$ cat src/rtl/signed_comp.sv
// Registered signed/unsigned magnitude comparator with one-cycle latency.
// Optional min/max outputs are enabled by defining SIGNED_COMP_MINMAX_EN.
module signed_comp #(
    parameter int WIDTH = 32
) (
    input  logic             clk,
    input  logic             rst,
    input  logic             in_valid,
    input  logic [WIDTH-1:0] a,
    input  logic [WIDTH-1:0] b,
    input  logic             uns,
    output logic             lt,
    output logic             gt,
    output logic             eq,
    output logic             out_valid
`ifdef SIGNED_COMP_MINMAX_EN
   ,output logic [WIDTH-1:0] min_o,
    output logic [WIDTH-1:0] max_o
`endif
);

    logic [WIDTH:0] ext_a;
    logic [WIDTH:0] ext_b;
    logic [WIDTH:0] diff;
    logic           cmp_lt;
    logic           cmp_eq;
    logic           cmp_gt;

    logic lt_q, lt_d;
    logic gt_q, gt_d;
    logic eq_q, eq_d;
    logic out_valid_q, out_valid_d;
`ifdef SIGNED_COMP_MINMAX_EN
    logic [WIDTH-1:0] min_q, min_d;
    logic [WIDTH-1:0] max_q, max_d;
`endif

    always_comb begin
        // NOTE: every signal gets a default before any branch, so no path leaves a latch behind.
        lt_d        = lt_q;
        gt_d        = gt_q;
        eq_d        = eq_q;
        out_valid_d = 1'b0;
`ifdef SIGNED_COMP_MINMAX_EN
        min_d       = min_q;
        max_d       = max_q;
`endif

        // The extra bit makes the difference exact in both modes, so its MSB is the true sign.
        ext_a  = {~uns & a[WIDTH-1], a};
        ext_b  = {~uns & b[WIDTH-1], b};
        diff   = ext_a - ext_b;
        cmp_lt = diff[WIDTH];
        cmp_eq = (diff == '0);
        cmp_gt = ~cmp_lt & ~cmp_eq;

        if (in_valid) begin
            lt_d        = cmp_lt;
            gt_d        = cmp_gt;
            eq_d        = cmp_eq;
            out_valid_d = 1'b1;
`ifdef SIGNED_COMP_MINMAX_EN
            min_d       = cmp_gt ? b : a;
            max_d       = cmp_lt ? b : a;
`endif
        end
    end

    // NOTE: state flops use non-blocking assignments only; all next-state math lives in always_comb.
    always_ff @(posedge clk) begin
        if (rst) begin
            lt_q        <= 1'b0;
            gt_q        <= 1'b0;
            eq_q        <= 1'b0;
            out_valid_q <= 1'b0;
`ifdef SIGNED_COMP_MINMAX_EN
            min_q       <= '0;
            max_q       <= '0;
`endif
        end else begin
            lt_q        <= lt_d;
            gt_q        <= gt_d;
            eq_q        <= eq_d;
            out_valid_q <= out_valid_d;
`ifdef SIGNED_COMP_MINMAX_EN
            min_q       <= min_d;
            max_q       <= max_d;
`endif
        end
    end

    assign lt        = lt_q;
    assign gt        = gt_q;
    assign eq        = eq_q;
    assign out_valid = out_valid_q;
`ifdef SIGNED_COMP_MINMAX_EN
    assign min_o     = min_q;
    assign max_o     = max_q;
`endif

endmodule

$ cat config.mk
export PLATFORM = sky130hd
export DESIGN_NAME = signed_comp
export DESIGN_NICKNAME = d
export VERILOG_FILES = /design/src/rtl/signed_comp.sv
export SDC_FILE = /design/constraint.sdc
export NUM_CORES = 1
export LEC_CHECK = 0
export BUFFER_PORTS_ARGS = -buffer_cell sky130_fd_sc_hd__buf_2
export CAP_MARGIN = 20
export CORE_AREA = 2 2 72 74
export DETAILED_ROUTE_END_ITERATION = 8
export DIE_AREA = 0 0 74 76
export MAX_ROUTING_LAYER = met4
export PLACE_DENSITY = 0.83
export SLEW_MARGIN = 15
export SYNTH_ARGS = -nofsm -noshare
export SYNTH_HDL_FRONTEND = slang
export SYNTH_SLANG_ARGS = --single-unit
export TNS_END_PERCENT = 50
$ cat constraint.sdc
create_clock -name clk -period 3.65 [get_ports clk]
set_input_delay 0.1825 -clock clk [delete_from_list [all_inputs] [get_ports clk]]
set_output_delay 0.1825 -clock clk [all_outputs]
set_load 0.02 [all_outputs]
==> impl_metrics.yaml, run 1 <==
status:
  outcome: "finished, final reports clean"
sta:
  fin_tns_setup_ns: 0
  final.setup_skew_ns: 0
  slew_violations: 0
  finalCritPeriodShare: 0.7872
  hold_viol: 0
  worstMarginPinSlew_ns: 0.7316
  max-slew-margin-rel: 0.5069
  rsz0062_at_grt: "no"
  fmax_mhz: 348.0
  setup_viol: 0
  timing.final.crit_period_ns: 2.873
  whs_ns: 0.1904
finish:
  nets: 527
  fillCellCount: 499
  area_growth_pct: 15.12
  multi_input_area_um2: 2173
  stdcell_count: 494
  n_antenna_cell: 0
  fin_area_um2: 2895
  drive_gt1_frac: 0.2193
  area.sequential_um2: 80.08
hold_path:
  hold_path_class: "input port to flip-flop"
  hold_depth: 2
clock_network:
  cts_buffers: 3
  cts_buffer_depth: 2
  postCtsSetupRepairBufs: 0
  cts-resized-gates: 0
  path_clk_slew_ns: 0.03
  cts_tree: "yes"
  clock-root-buffer: "clkbuf_8"
  ctsHtreeMaxLevel: 1
  clkSinkCount: 4
  clkLatencyLatePin_ns: 0.21
  cts.hold.buffers_added: 0
drt:
  wirelength_um: 6828
  drt-pass1-iter-count: 4
  dr.first_iter.drc_count: 199
  drc: 0
  top_layer: "met4"
  met3WireLength_um: 372
  wl_per_cell_um: 13.82
  met2_length_um: 3197
  met1Wirelength_um: 3188
  avgViaCountPerCell: 5.852
  ant_nets: 0
  vias: 2891
grt:
  antenna_found_initial: 0
  grt_first_pass_wirelength_um: 11300
  grt_pass1_vias: 2599
  grt-ovfl-total: 0
  grt_max_degree: 13
  globalRouteTotalUtil: 0.2444
synthesis:
  ys_warn_count: 0
  synth_ff_type: "dfxtp_1"
  synth_commonest_cells: "inv_1, a21oi_1, ha_1"
  synth-edff-count: 0
  postSynthCellCount: 365
  synthesis.area_um2: 2515
  ys_types: 75
  synth_top_family_by_area: "compound AO/OA/AOI/OAI gates"
  synth_xor_area_frac: 0.03831
  synth.top_cell.area_share: 0.1592
  ys_ff_latch: 4
  synthArstFlopShare: 0
  avgSynthCellArea_um2: 6.890
  synthAdderAreaFrac: 0.1672
  yosysSeqAreaShare: 0.03184
  synth_simple_gate_area_frac: 0.2627
  synth_compound_area_frac: 0.3751
  synth_nets: 466
  yosys.area.top_type: "ha_1"
  yosysMostFrequentCell: "inv_1"
  synthMuxAreaShare: 0.02090
  synth.area.top_cells: "ha_1, a21oi_1, inv_1"
worst_setup_path:
  cp.arrival_ns: 3.00
  required_ns: 3.77
  r2r_cells: 2
  crit_type: "input port to flip-flop"
  end_kind: "flip-flop"
  critical_path.max_fanout: 7
  cp-start-kind: "input port"
power_and_ir_drop:
  leakage_nw: 1.415
  power.density_nw_per_um2: 213.3
  power_mw: 0.6176
  vdd_ir_drop_max_uv: 179.1
placed_design:
  dpl.hpwl_um: 5664
  placed_area_um2: 2854
  gp_congestion: 1.030
  portBuffers: 71
  dp_cells: 491
floorplan:
  die_height_um: 76
  die-width_um: 74
  dieArea_um2: 5624
  rows: 26
  start_util: 0.5120
  io_pins: 72
  fp.coreArea_um2: 4912
run:
  drv_cap: 0
## worst max-delay path: stages
cell	delay, ns
buf_2	0.10
ha_1	0.39
a21oi_1	0.30
o22ai_1	0.14
a211oi_1	0.31
nand2_1	0.20
o2111ai_1	0.31
a21oi_1	0.11
o41ai_1	0.44
mux2i_1	0.34
nand2_1	0.08
o32ai_1	0.10
## state kept, by name, summed over array words and instances, names as in the netlist
signal     count
lt             1
out_valid      1
eq             1
gt             1
## where the power goes
| group | leakage [nW] | switching [mW] | total [mW] | internal (mW) |
|---|---|---|---|---|
| logic | 1.36 | 0.277 | 0.478 | 0.202 |
| clock network | 0.0216 | 0.0214 | 0.0915 | 0.0701 |
| registers | 0.0329 | 0.000987 | 0.0478 | 0.0469 |
| total | 1.42 | 0.299 | 0.618 | 0.319 |
## logic make-up after synthesis
kind of cell,after synthesis
AO/OA/AOI/OAI,131
AND/OR/NAND/NOR,125
buffers and inverters,56
adder cells (fa/ha/maj),33
XOR/XNOR,11
multiplexers,5
flip-flops,4
## area by class of cell
type,instances,share of cell area
timing repair buffer,72,0.1253
tap,70,0.03025
clock buffer,3,0.01426
sequential,4,0.02766
multi-input combinational,305,0.7506
inverter,40,0.05186
## worst paths after layout
| path | startpoint | endpoint | slack, ns |
|---|---|---|---|
| setup / recovery | a[9] | gt$_SDFFE_PP0P_ | 0.78 |
| hold / removal | rst | out_valid$_SDFF_PP0_ | 0.19 |
| setup reg to reg | eq$_SDFFE_PP0P_ | eq$_SDFFE_PP0P_ | 2.95 |
| hold reg to reg | gt$_SDFFE_PP0P_ | gt$_SDFFE_PP0P_ | 0.46 |
## placed cells by master (no fill, tap or decap), drive strengths merged, types with 5 or more instances in the layout
| master | n |
|---|---|
| nor4 | 5 |
| buf | 72 |
| ha | 32 |
| nand2 | 30 |
| xnor2 | 7 |
| nor2 | 28 |
| nand4 | 10 |
| nor2b | 6 |
| inv | 40 |
| a21oi | 35 |
| nand3 | 8 |
| a31oi | 9 |
| o21ai | 20 |
| a21o | 9 |
| a211oi | 7 |
| nor3 | 11 |
| o211ai | 5 |
## per-stage QoR
| step | worst slack [ns] | utilization |
|---|---|---|
| global route | 0.5124 | 0.5894 |
| detailed placement | 0.5494 | 0.5810 |
| finish | 0.7767 | 0.5894 |
| global placement | 0.5614 | 0.5810 |
| floorplan | 1.018 | - |
| CTS | 0.7527 | 0.5894 |
## per-layer routing
| metal | global-route usage | vias up |
|---|---|---|
| met3 | 0.02646 | 10 |
| met5 | - | - |
| met1 | 0.3183 | 1300 |
| li1 | - | 1483 |
| met4 | 0.05091 | 0 |
| met2 | 0.4045 | 98 |
Note: power is estimated with default switching activity, not from simulation.
==> run 2: changes to the inputs <==
CORE_AREA = 2 2 75 77   (was 2 2 72 74)
DIE_AREA = 0 0 77 79   (was 0 0 74 76)
PLACE_DENSITY = 0.8   (was 0.83)
clock period = 2.3 ns   (was 3.65 ns; I/O delays follow)
==> run 2 against run 1 <==
The flow now finishes with violations (setup timing). Combinational power rose by 130%. Critical path depth rose by 1. Sequential power rose by 59%. Sequential cell count did not move. Global-route usage rose by 4.8 points. Setup slack got worse by 1.2 ns. Clock-buffer cell count did not move. Worst hold slack got worse by 0.065 ns. Sequential share of layout area fell by 0.76 points. Clock skew did not move. Final area rose by 38%. Clock power rose by 58%. Critical path type unchanged.
==> impl_metrics.yaml, run 2 (synthesis results as in run 1) <==
status:
  outcome: "complete, but fails checks"
  violations: "setup timing"
worst_setup_path:
  slowest_stage: "or3_4"
  regToRegStartpoint: "gt$_SDFFE_PP0P_"
  path_depth: 13
  critical_path.max_fanout: 4
  required_ns: 2.38
  slowest_delay_ns: 0.38
  timing.critical_path.from: "a[1]"
  cp.arrival_ns: 2.85
  crit_chain: "buf_2 > ha_4 > nor2b_4 > o31a_1 > or3_4 > a21oi_2 > xnor2_1 > a2111o_1 > nor4_2 > buf_4 > nand4_1 > nor4_4 > o32ai_1"
  end_kind: "flip-flop"
  critical_path.top_delay_family: "simple AND/OR/NAND/NOR gates"
  r2r_cells: 2
  crit_type: "input port to flip-flop"
  cp-start-kind: "input port"
  path_buf_inv: 2
placed_design:
  dp_cells: 611
  gp_congestion: 1.054
  portBuffers: 71
  dpl.hpwl_um: 7381
clock_network:
  cts.hold.buffers_added: 0
  path_clk_slew_ns: 0.03
  clock-root-buffer: "clkbuf_8"
  ctsHtreeMaxLevel: 1
  cts_buffers: 3
  clkSinkCount: 4
  clkLatencyLatePin_ns: 0.21
  cts_buffer_depth: 2
  cts_tree: "yes"
finish:
  drive_gt1_frac: 0.4393
  area_growth_pct: 58.36
  n_antenna_cell: 0
  final_common_cell: "buf_4"
  stdcell_count: 616
  postLayoutCoreUtil: 0.7461
  nets: 647
  final_cell_mix: "buf_4, buf_2, inv_1, nand2_1, ha_1"
sta:
  fmax_mhz: 360.7
  hold_viol: 0
  whs_ns: 0.1250
  slew_violations: 0
  worstMarginPinSlew_ns: 0.4212
  timing.final.crit_period_ns: 2.772
  final.setup_skew_ns: 0
  setup_ws_ns: -0.4725
  finalCritPeriodShare: 1.205
  rsz0062_at_grt: "yes"
  setup_viol: 3
  max-slew-margin-rel: 0.7175
drt:
  wl_per_cell_um: 14.40
  avgViaCountPerCell: 5.612
  wirelength_um: 8870
  drt-pass1-iter-count: 5
  dr.first_iter.drc_count: 234
  drc: 0
  vias: 3457
  ant_nets: 0
hold_path:
  hold_start: "rst"
  hold_depth: 2
  hold_path_class: "input port to flip-flop"
power_and_ir_drop:
  power.density_nw_per_um2: 332.6
  power_mw: 1.325
  vdd_ir_drop_max_uv: 290.2
  leakage_nw: 2.031
grt:
  grt_first_pass_wirelength_um: 14520
  grt_max_degree: 10
  grt_pass1_vias: 3272
  grt-ovfl-total: 0
  antenna_found_initial: 0
  globalRouteTotalUtil: 0.2919
run:
  drv_cap: 0
floorplan:
  rows: 27
  fp.coreArea_um2: 5338
  die_height_um: 79
  die-width_um: 77
  io_pins: 72
  start_util: 0.4712
  dieArea_um2: 6083
==> run 2: final timing paths <==
check                         end  slack (ns)
min reg2reg       gt$_SDFFE_PP0P_        0.50
max reg2reg       gt$_SDFFE_PP0P_        1.58
min          out_valid$_SDFF_PP0_        0.12
max               gt$_SDFFE_PP0P_       -0.47
==> run 2: layout make-up <==
cell class | count | area [µm²]
fillers | 462 | 1355
repair buffers | 192 | 1286
flip-flops and latches | 4 | 80.08
clock buffers | 3 | 41.29
well taps | 72 | 90.09
multi-input cells | 305 | 2335
inverters | 40 | 150.1
==> run 2: worst reg2reg max path, delay by kind of cell (launching register included) <==
family	cells	cell delay, ns
compound gates	1	0.26
buf+inv	1	0.05
flops	1	0.31
==> run 2: power breakdown <==
part,leakage [nW],switching [mW],total [mW],internal (mW)
combinational,1.98,0.546,1.10,0.558
sequential,0.0329,0.00184,0.0762,0.0743
clock,0.0216,0.0335,0.145,0.111
total,2.03,0.581,1.32,0.744
==> run 2: through the flow <==
step | setup slack, ns | instance area [µm²] | setup TNS (ns)
after floorplan | -0.2190 | 2526 | -0.5663
after global routing | -0.6575 | 3983 | -1.575
final | -0.4725 | 3983 | -1.018
after global placement | -0.7282 | 3766 | -1.998
after detailed placement | -0.8774 | 3766 | -2.326
after CTS | -0.4292 | 3880 | -0.9981
==> run 2: layer usage <==
| metal | track usage | share of wire |
|---|---|---|
| met5 | - | 0 |
| met4 | 0.04464 | 0.024 |
| met3 | 0.01364 | 0.049 |
| met2 | 0.5456 | 0.50 |
| met1 | 0.3567 | 0.43 |
==> run 2: timing repair <==
item / 4_1_cts / 5_1_grt
setup buffers: 1 / 1
endpoints found under the setup margin: 3 / 3
pin swaps: 6 / 6
resized for setup: 11 / 21
==> run 3: changes to the inputs <==
PLACE_DENSITY = 0.77   (was 0.8)
==> run 3 against run 2 <==
Sequential share of layout area barely moved. Fmax shrank 1.3%. Via count up 0.98%. The run still ends with setup timing left. Global-route usage is 0.59 points higher. Wire length increased by 1.0%. Final cell count up 1.6%. Total power grew 2.1%. Combinational power is essentially flat. Worst hold slack improved by 0.016 ns. Final area rose by 2.2%. Clock skew is the same. Non-clock buffer count grew 10.
==> impl_metrics.yaml, run 3 (synthesis results as in run 1) <==
clock_network:
  cts_buffers: 3
  path_clk_slew_ns: 0.03
  clkSinkCount: 4
  cts.hold.buffers_added: 0
  cts_buffer_depth: 2
  cts_tree: "yes"
  ctsHtreeMaxLevel: 1
  clkLatencyLatePin_ns: 0.21
  clock-root-buffer: "clkbuf_8"
worst_setup_path:
  critical_path.max_fanout: 4
  required_ns: 2.38
  critPathMostFrequentCell: "buf_6"
  critical_path.top_delay_family: "compound AO/OA/AOI/OAI gates"
  cp.arrival_ns: 2.89
  crit_type: "input port to flip-flop"
  cp-start-kind: "input port"
  path_buf_inv: 4
  end_kind: "flip-flop"
  crit_chain: "buf_6 > inv_4 > ha_4 > nor2b_4 > o31a_1 > buf_6 > or3_4 > a21oi_4 > o41ai_4 > buf_4 > a2111oi_4 > a311o_1 > o2111ai_2 > nor4_4 > o32ai_2"
  slowest_stage: "or3_4"
  slowest_delay_ns: 0.35
sta:
  slew_violations: 0
  final.setup_skew_ns: 0
  timing.final.crit_period_ns: 2.810
  finalCritPeriodShare: 1.222
  worstMarginPinSlew_ns: 0.5077
  setup_ws_ns: -0.5095
  hold_viol: 0
  fmax_mhz: 355.9
  max-slew-margin-rel: 0.6580
  rsz0062_at_grt: "yes"
  setup_viol: 3
floorplan:
  die_height_um: 79
  io_pins: 72
  fp.coreArea_um2: 5338
  start_util: 0.4712
  die-width_um: 77
  dieArea_um2: 6083
  rows: 27
drt:
  ant_nets: 0
  avgViaCountPerCell: 5.577
  drc: 0
  dr.first_iter.drc_count: 106
  drt-pass1-iter-count: 5
  wl_per_cell_um: 14.31
  vias: 3491
  wirelength_um: 8961
finish:
  n_antenna_cell: 0
  drive_gt1_frac: 0.4513
  final_common_cell: "buf_4"
  area_growth_pct: 61.79
  stdcell_count: 626
  nets: 657
  postLayoutCoreUtil: 0.7623
  final_cell_mix: "buf_4, buf_2, inv_1, a21oi_1, ha_1"
placed_design:
  dp_cells: 619
  dpl.hpwl_um: 7392
  portBuffers: 71
  gp_congestion: 1.048
grt:
  grt_max_degree: 9
  grt-ovfl-total: 0
  antenna_found_initial: 0
  globalRouteTotalUtil: 0.2978
  grt_first_pass_wirelength_um: 14810
  grt_pass1_vias: 3463
status:
  outcome: "complete, but fails checks"
  violations: "setup timing"
power_and_ir_drop:
  vdd_ir_drop_max_uv: 217.4
  leakage_nw: 2.078
  power.density_nw_per_um2: 332.2
run:
  drv_cap: 0
hold_path:
  hold_path_class: "input port to flip-flop"
-- run 3: cell type report --
| type | instances | area, µm² |
|---|---|---|
| multi-input combinational | 305 | 2346 |
| timing repair buffer | 202 | 1359 |
| fill | 433 | 1269 |
| inverter | 40 | 152.6 |
| tap | 72 | 90.09 |
| sequential | 4 | 80.08 |
| clock buffer | 3 | 41.29 |
-- run 3: report_power, final --
part | internal, mW | leakage (nW) | switching [mW] | total [mW]
clock | 0.111 | 0.0216 | 0.0341 | 0.146
combinational | 0.577 | 2.02 | 0.553 | 1.13
sequential | 0.0743 | 0.0329 | 0.00170 | 0.0760
-- run 3: final timing paths --
kind              startpoint                    to  slack, ns  cells after the start
max                     b[1]       gt$_SDFFE_PP0P_      -0.51                     15
min                      rst  out_valid$_SDFF_PP0_       0.14                      2
max reg2reg  eq$_SDFFE_PP0P_       eq$_SDFFE_PP0P_       1.59                      2
min reg2reg  lt$_SDFFE_PP0P_       lt$_SDFFE_PP0P_       0.49                      2
-- run 3: routing by layer --
layer  global-route usage  vias to the layer above  part of all wire
met5                    -                        -                 0
met4              0.05000                        0             0.016
met3              0.02045                       14             0.037
met2               0.5763                      113              0.51
met1               0.3427                     1619              0.44
li1                     -                     1745                 -
-- run 3: what timing repair did --
item,CTS,global route
endpoints found under the setup margin,3,3
resized for setup,20,15
buffers inserted,1,3
hold endpoints to repair,0,0
pin swaps,8,10
-- run 3: per-stage QoR --
step	setup slack, ns	setup TNS, ns	total power [mW]	hold slack (ns)	cell area [µm²]
6_report	-0.5095	-1.151	1.352	0.1411	4069
5_1_grt	-0.6414	-1.610	1.459	0.1602	4069
4_1_cts	-0.4154	-1.095	1.308	0.1283	3983
3_5_place_dp	-0.8659	-2.457	1.115	0.3468	3814
3_3_place_gp	-0.7669	-2.177	1.099	0.3349	3814
2_1_floorplan	-0.2190	-0.5663	0.6548	0.1866	2526
